--- config.mk ---
export PLATFORM = sky130hd
export DESIGN_NAME = arb2_sel_ctrl
export DESIGN_NICKNAME = d
export VERILOG_FILES = /design/src/rtl/arb2_pkg.sv /design/src/rtl/arb2_hold_cnt.sv /design/src/rtl/arb2_sel_ctrl.sv
export SDC_FILE = /design/constraint.sdc
export NUM_CORES = 1
export LEC_CHECK = 0
export ABC_AREA = 0
export BUFFER_PORTS_ARGS = -buffer_cell sky130_fd_sc_hd__clkbuf_2
export CORE_MARGIN = 3
export CORE_UTILIZATION = 35
export CTS_CLUSTER_SIZE = 40
export DETAILED_ROUTE_END_ITERATION = 8
export HOLD_SLACK_MARGIN = 0.05
export PLACE_DENSITY = 0.53
export SYNTH_ARGS = -nofsm -noshare
export SYNTH_HDL_FRONTEND = slang
export SYNTH_SLANG_ARGS = --single-unit
export TNS_END_PERCENT = 5
--- constraint.sdc ---
create_clock -name clk -period 1.7 [get_ports clk]
set_input_delay 0.255 -clock clk [delete_from_list [all_inputs] [get_ports clk]]
set_output_delay 0.255 -clock clk [all_outputs]
set_load 0.05 [all_outputs]
--- src/rtl/arb2_pkg.sv ---
// Shared types for the two-requester mux-select arbiter.
// SIDE_A/SIDE_B double as the Mux2_1 .sel encoding and the "last granted" flag.
package arb2_pkg;

    typedef enum logic [1:0] {
        S_IDLE  = 2'd0,
        S_GNT_A = 2'd1,
        S_GNT_B = 2'd2
    } arb2_state_t;

    localparam logic SIDE_A = 1'b0;
    localparam logic SIDE_B = 1'b1;

endpackage

--- src/rtl/arb2_hold_cnt.sv ---
// Saturating hold counter. Tracks how long the current grant has been kept.
// sat flags that the owner has used its full MAX_HOLD window.
module arb2_hold_cnt #(
    parameter int MAX_HOLD = 4
) (
    input  logic clk,
    input  logic rst_n,
    input  logic clr,
    input  logic en,
    output logic sat
);

    localparam int CNT_W = (MAX_HOLD > 1) ? $clog2(MAX_HOLD) : 1;
    localparam logic [CNT_W-1:0] CNT_MAX = CNT_W'(MAX_HOLD - 1);

    logic [CNT_W-1:0] cnt_q;
    logic [CNT_W-1:0] cnt_d;

    // NOTE: assigning a default before any branch keeps always_comb free of inferred latches.
    always_comb begin
        cnt_d = cnt_q;
        if (clr) begin
            cnt_d = '0;
        end else if (en && (cnt_q != CNT_MAX)) begin
            cnt_d = cnt_q + 1'b1;
        end
    end

    // NOTE: sequential state uses non-blocking assignments so all flops update together.
    always_ff @(posedge clk or negedge rst_n) begin
        if (!rst_n) begin
            cnt_q <= '0;
        end else begin
            cnt_q <= cnt_d;
        end
    end

    assign sat = (cnt_q == CNT_MAX);

endmodule

--- src/rtl/arb2_sel_ctrl.sv ---
// Round-robin arbiter driving the Mux2_1 select line for requesters A and B.
// Every output is a flop; a hold limit forces a handover when both sides wait.
module arb2_sel_ctrl
    import arb2_pkg::*;
#(
    parameter int MAX_HOLD = 4
) (
    input  logic clk,
    input  logic rst_n,
    input  logic req_a,
    input  logic req_b,
    output logic gnt_a,
    output logic gnt_b,
    output logic sel,
    output logic busy
);

    arb2_state_t state_q, state_d;
    logic        last_q, last_d;
    logic        gnt_a_q, gnt_a_d;
    logic        gnt_b_q, gnt_b_d;
    logic        sel_q, sel_d;
    logic        busy_q, busy_d;
    logic        grant_entry;
    logic        hold_clr;
    logic        hold_en;
    logic        hold_sat;

    always_comb begin
        state_d = state_q;
        case (state_q)
            S_IDLE: begin
                if (req_a && req_b) begin
                    state_d = (last_q == SIDE_A) ? S_GNT_B : S_GNT_A;
                end else if (req_a) begin
                    state_d = S_GNT_A;
                end else if (req_b) begin
                    state_d = S_GNT_B;
                end
            end
            S_GNT_A: begin
                if (!req_a) begin
                    state_d = req_b ? S_GNT_B : S_IDLE;
                end else if (req_b && hold_sat) begin
                    state_d = S_GNT_B;
                end
            end
            S_GNT_B: begin
                if (!req_b) begin
                    state_d = req_a ? S_GNT_A : S_IDLE;
                end else if (req_a && hold_sat) begin
                    state_d = S_GNT_A;
                end
            end
            default: state_d = S_IDLE;
        endcase
    end

    // A grant entry is any move into a grant state, including a direct A<->B handover.
    always_comb begin
        grant_entry = (state_d != state_q) && (state_d != S_IDLE);
        hold_clr    = grant_entry;
        hold_en     = (state_d == state_q) && (state_q != S_IDLE);

        last_d = last_q;
        if (grant_entry) begin
            last_d = (state_d == S_GNT_B) ? SIDE_B : SIDE_A;
        end

        gnt_a_d = (state_d == S_GNT_A);
        gnt_b_d = (state_d == S_GNT_B);
        busy_d  = gnt_a_d | gnt_b_d;

        // sel parks on the last owner while idle so the mux output does not glitch.
        sel_d = sel_q;
        if (gnt_a_d) begin
            sel_d = SIDE_A;
        end else if (gnt_b_d) begin
            sel_d = SIDE_B;
        end
    end

    always_ff @(posedge clk or negedge rst_n) begin
        if (!rst_n) begin
            state_q <= S_IDLE;
            last_q  <= SIDE_B;
            gnt_a_q <= 1'b0;
            gnt_b_q <= 1'b0;
            sel_q   <= SIDE_A;
            busy_q  <= 1'b0;
        end else begin
            state_q <= state_d;
            last_q  <= last_d;
            gnt_a_q <= gnt_a_d;
            gnt_b_q <= gnt_b_d;
            sel_q   <= sel_d;
            busy_q  <= busy_d;
        end
    end

    arb2_hold_cnt #(
        .MAX_HOLD(MAX_HOLD)
    ) u_hold_cnt (
        .clk  (clk),
        .rst_n(rst_n),
        .clr  (hold_clr),
        .en   (hold_en),
        .sat  (hold_sat)
    );

    assign gnt_a = gnt_a_q;
    assign gnt_b = gnt_b_q;
    assign sel   = sel_q;
    assign busy  = busy_q;

endmodule
==> Word level (Yosys, flattened, before mapping) <==
Cells that the tools add are included.
{ "word_totals": {"out_inout_bits": 4, "register_bits": 9, "word_cells": 44} }
{ "classes": {"mux": 16, "n_reduce_logical": 11, "add_sub_neg": 1, "n_bitwise": 1, "n_eq_ne": 8} }
{ "ops": {"columns": ["op", "n"], "rows": [
  ["two-way mux 2 bit", 11],
  ["nonzero test 2 bit", 4],
  ["equality test 2 bit (second input constant)", 3],
  ["logical AND 1 bit", 6],
  ["one-hot mux 2 bit (3 select lines)", 1],
  ["equality test 2 x 1 -> 1 bit (second input constant)", 2],
  ["two-way mux 1 bit", 4],
  ["adder 2 x 1 -> 2 bit (second input constant)", 1],
  ["equality test 2 bit", 1],
  ["logical NOT 2 bit", 1],
  ["!= test 2 bit", 1],
  ["!= test 2 bit (second input constant)", 1],
  ["OR 1 bit", 1]
]} }

==> Logic depth before layout (Yosys ltp) <==
{ "logic_depth": {"word_depth": 10, "depth_mapped": 8, "mapped_depth_nobuf": 8} }

==> Cells and area by module <==
From an unflattened synthesis, not the netlist that was laid out.
{ "unflattened": {"hier_cells": 49, "hier_area_um2": 545.5} }
{ "by_module_without_submodules": {"columns": ["mod", "area_per_inst_um2", "seq_area_each_um2", "cells_each", "n_inst"], "rows": [
  ["arb2_sel_ctrl", 421.7, 176.4, 39, 1],
  ["arb2_hold_cnt", 123.9, 50.0, 10, 1]
]} }

==> Worst setup path before layout <==
Ideal clock, no wire load.
{ "synth_path": {"path_type": "flip-flop to flip-flop", "from": "register u_hold_cnt.cnt_q[0]", "to": "register last_q", "n_path_buf": 0, "synth_period_minus_slack_ps": 1881, "path_slack_ps": -181, "t_arrival_ps": 1797, "path_stages_with_launch": 9, "cell_sequence": "dfrtp_1 -> ha_1 -> nand2_1 -> o21ai_0 -> o21ai_0 -> nand3_1 -> ha_1 -> a211oi_2 -> mux2_1"} }
{ "synth_between": {"elab_chain_cells": 7, "elab_cells_between_ends": 13} }
{ "synth_rtl": {"columns": ["item", "line_no", "source"], "rows": [
  ["start, declared", "arb2_hold_cnt.sv:16", "logic [CNT_W-1:0] cnt_q;"],
  ["start signal, assigned", "arb2_hold_cnt.sv:34", "cnt_q <= cnt_d;"],
  ["equality test 2 bit *", "arb2_hold_cnt.sv:38", "assign sat = (cnt_q == CNT_MAX);"],
  ["logical AND 1 bit, on equally long branches", "arb2_sel_ctrl.sv:51, arb2_sel_ctrl.sv:44", null],
  ["two-way mux 2 bit, on equally long branches", "arb2_sel_ctrl.sv:51, arb2_sel_ctrl.sv:44", null],
  ["two-way mux 2 bit, on equally long branches", "arb2_sel_ctrl.sv:49, arb2_sel_ctrl.sv:42", null],
  ["one-hot mux 2 bit (3 select lines) *", "arb2_sel_ctrl.sv:31", "case (state_q)"],
  ["equality test 2 bit (tied with other cells)", "arb2_sel_ctrl.sv:67", "last_d = (state_d == S_GNT_B) ? SIDE_B : SIDE_A;"],
  ["two-way mux 1 bit / logical AND 1 bit (equally long branches)", "arb2_sel_ctrl.sv:67, arb2_sel_ctrl.sv:61", null],
  ["end signal, assigned", "arb2_sel_ctrl.sv:93", "last_q <= last_d;"],
  ["end, declared", "arb2_sel_ctrl.sv:19", "logic last_q, last_d;"]
]} }
Every way passes the cells marked *; elsewhere a longest branch is shown, timed or not.
A chain may end at the register's enable or synchronous reset.

==> Worst setup path in the final report <==
{ "layout_path": {"from": "register u_hold_cnt.cnt_q[1]", "to": "register last_q"} }
Same word-level chain as after synthesis.

==> results.cfg <==
[layout]
drive_above_1_share = 0.426
final_nets = 77
stdcell_count = 82
final_cell_mix = buf_4, dfrtp_1, nand2_1, clkbuf_2
final_util = 0.562
num_antenna_cells = 0
area_delta_synth_final_pct = 40.6
mostFrequentLayoutCell = buf_4

[global_routing]
antenna_found_initial = 0
first_global_vias = 396
gr-usage-all-layers = 0.134
grt_pass1_wl_um = 1750
overflow = 0
grt_max_degree = 10

[power]
vdd_drop_max_mv = 0.783
p_leak_nw = 0.322
power_density_nw_per_um2 = 1460

[worst_setup_path]
path_cells = ha_4 -> nand2_1 -> o21ai_1 -> o21ai_1 -> nand3_1 -> ha_2 -> a211oi_2 -> mux2_1
r2r_slack_ps = -140
crit_path_max_incr_delay_ps = 410
cp.required_ps = 1880
cp_max_fo = 8
cp-startpoint = u_hold_cnt.cnt_q[1]
startpoint_type = register
worstRegToRegCells = 8
cpMostUsedCell = o21ai_1
crit_path_top_delay_cell = dfrtp_1
crit_family = compound AO/OA/AOI/OAI gates
end_kind = register
critPathBufInv = 0
r2r_start = u_hold_cnt.cnt_q[1]
endpoint = last_q
rr_endpoint = last_q
cp.arrival_ps = 2020
worst-path-stages = 8
crit_type = reg -> reg

[timing]
clock_skew_ps = 3.43
min_period_ps = 1840
finalSetupViolations = 3
postLayoutSetupSlackWorst_ps = -137
worstMarginPinSlew_ps = 281
final-max-slew-violation-count = 0
maxSlewHeadroom = 0.814
rsz0062_at_grt = yes
min_period_over_period = 1.08
hold_viol_final = 0
fmax_ghz = 0.544

[placed_design]
dp_hpwl_um = 792
placed_cells = 75
port_buffers = 7
pre_cts_slack_ps = -216
place_congestion = 0.733

[drt]
drt_iter0_drc = 4
drc_errors = 0
routedWlPerCell_um = 12.9
drt-total-wl_um = 1060
vias = 406
dr.pass1.iters = 4
post_drt_via_cell_ratio = 4.95
detail-route-antenna-nets = 0

[logic_synthesis]
syn_area_sq_um = 474
synthCells = 47
yosysSeqAreaShare = 0.478
synth_cell_types = 21
synth_top_area_frac = 0.422
syn_nets = 55
synth_area_leaders = dfrtp_1, ha_1, dfstp_2
yosys_warnings = 0
yosysTopAreaCell = dfrtp_1
synth.avg_cell_area_sq_um = 10.1
ys_ff_latch = 9

[clock_network]
cts_root_buf = clkbuf_4
clkTransAtPathRegs_ps = 60
h-tree-depth = 1
max-clock-path-buffers = 2
cts.sinks = 9
cts_tree = built
insertion_delay_ps = 260
cts_inserted_buffers = 3

[floorplanning]
io_pins = 8
rows = 12
die_h_um = 42.8
start_util = 0.400
coreArea_sq_um = 1190
die_w_um = 42.8
dieArea_sq_um = 1830

[run_status]
violations = setup timing
outcome = finished with violations

[min_path]
min_path_type = in -> reg

[run]
cap_violations = 0
-- sequential cells by signal, summed over array words and instances (netlist names) --
| name | count |
|---|---|
| sel | 1 |
| gnt_b | 1 |
| last_q | 1 |
| gnt_a | 1 |
| u_hold_cnt.cnt_q | 2 |
| busy | 1 |
| state_q | 2 |
-- how the worst min path moves through the flow --
| stage | from | endpoint | cells past startpoint |
|---|---|---|---|
| floorplan | rst_n | busy | 0 |
| global placement | rst_n | gnt_a | 1 |
| detailed placement | rst_n | gnt_a | 1 |
| CTS | req_b | state_q[1] | 2 |
| global route | req_b | state_q[1] | 2 |
| finish | req_b | state_q[1] | 2 |
-- final cells by class --
cell class / count / area, sq um
sequential: 9 / 226
multi-input combinational: 35 / 269
tap: 14 / 17.5
inverter: 2 / 7.51
timing repair buffer: 18 / 120
fill: 107 / 519
clock buffer: 4 / 26.3
-- what timing repair did --
item / in CTS / in global routing
resized for setup: 7 / 1
setup endpoints to repair: 3 / 4
setup buffers: 2 / 0
pin swaps: 8 / 0
hold buffers: 1 / 0
hold endpoints to repair: 8 / 0
-- kinds of logic (layout without fill, tap and decap cells) --
| logic type | after synthesis | count (layout) | synth area share |
|---|---|---|---|
| compound gates | 11 | 11 | 0.153 |
| fa+ha+maj | 4 | 4 | 0.106 |
| buf+inv | 3 | 24 | 0.0264 |
| flops | 9 | 9 | 0.478 |
| mux | 2 | 2 | 0.0449 |
| simple gates | 18 | 18 | 0.193 |
-- Yosys cell counts --
library cell  n
a211oi_2      1
a21o_1        1
a21oi_1       2
a22o_1        1
a31o_1        1
and2b_1       1
and3_1        2
buf_2         1
dfrtp_1       8
dfstp_2       1
ha_1          4
inv_1         2
mux2_1        1
mux2i_1       1
nand2_1       7
nand2b_1      1
nand3_1       2
nand3b_1      2
nor2_1        1
nor3_1        2
o21ai_0       5
-- where the power goes --
part | leakage [nW] | switching, mW | internal, mW | total (mW)
clock network | 0.0150 | 0.0704 | 0.0902 | 0.161
registers | 0.110 | 0.0570 | 0.292 | 0.349
logic | 0.198 | 0.261 | 0.202 | 0.464
-- metal layers --
layer	vias to the layer above	global-route usage	wire (um)
met3	2	0.0381	37
met2	6	0.219	568
met1	187	0.148	445
met4	0	0.0932	9
li1	211	-	-
met5	-	0	0
-- per-stage QoR --
step | hold slack [ps] | TNS (ps) | cell area (sq um) | power (mW)
after CTS | 345 | -173 | 664 | 0.978
final | 356 | -213 | 667 | 0.973
after global routing | 364 | -524 | 667 | 1.05
after global placement | 111 | -322 | 597 | 0.740
after detailed placement | 122 | -528 | 597 | 0.762
after floorplan | -40.6 | -75.9 | 489 | 0.626
(Power assumes the default switching activity.)
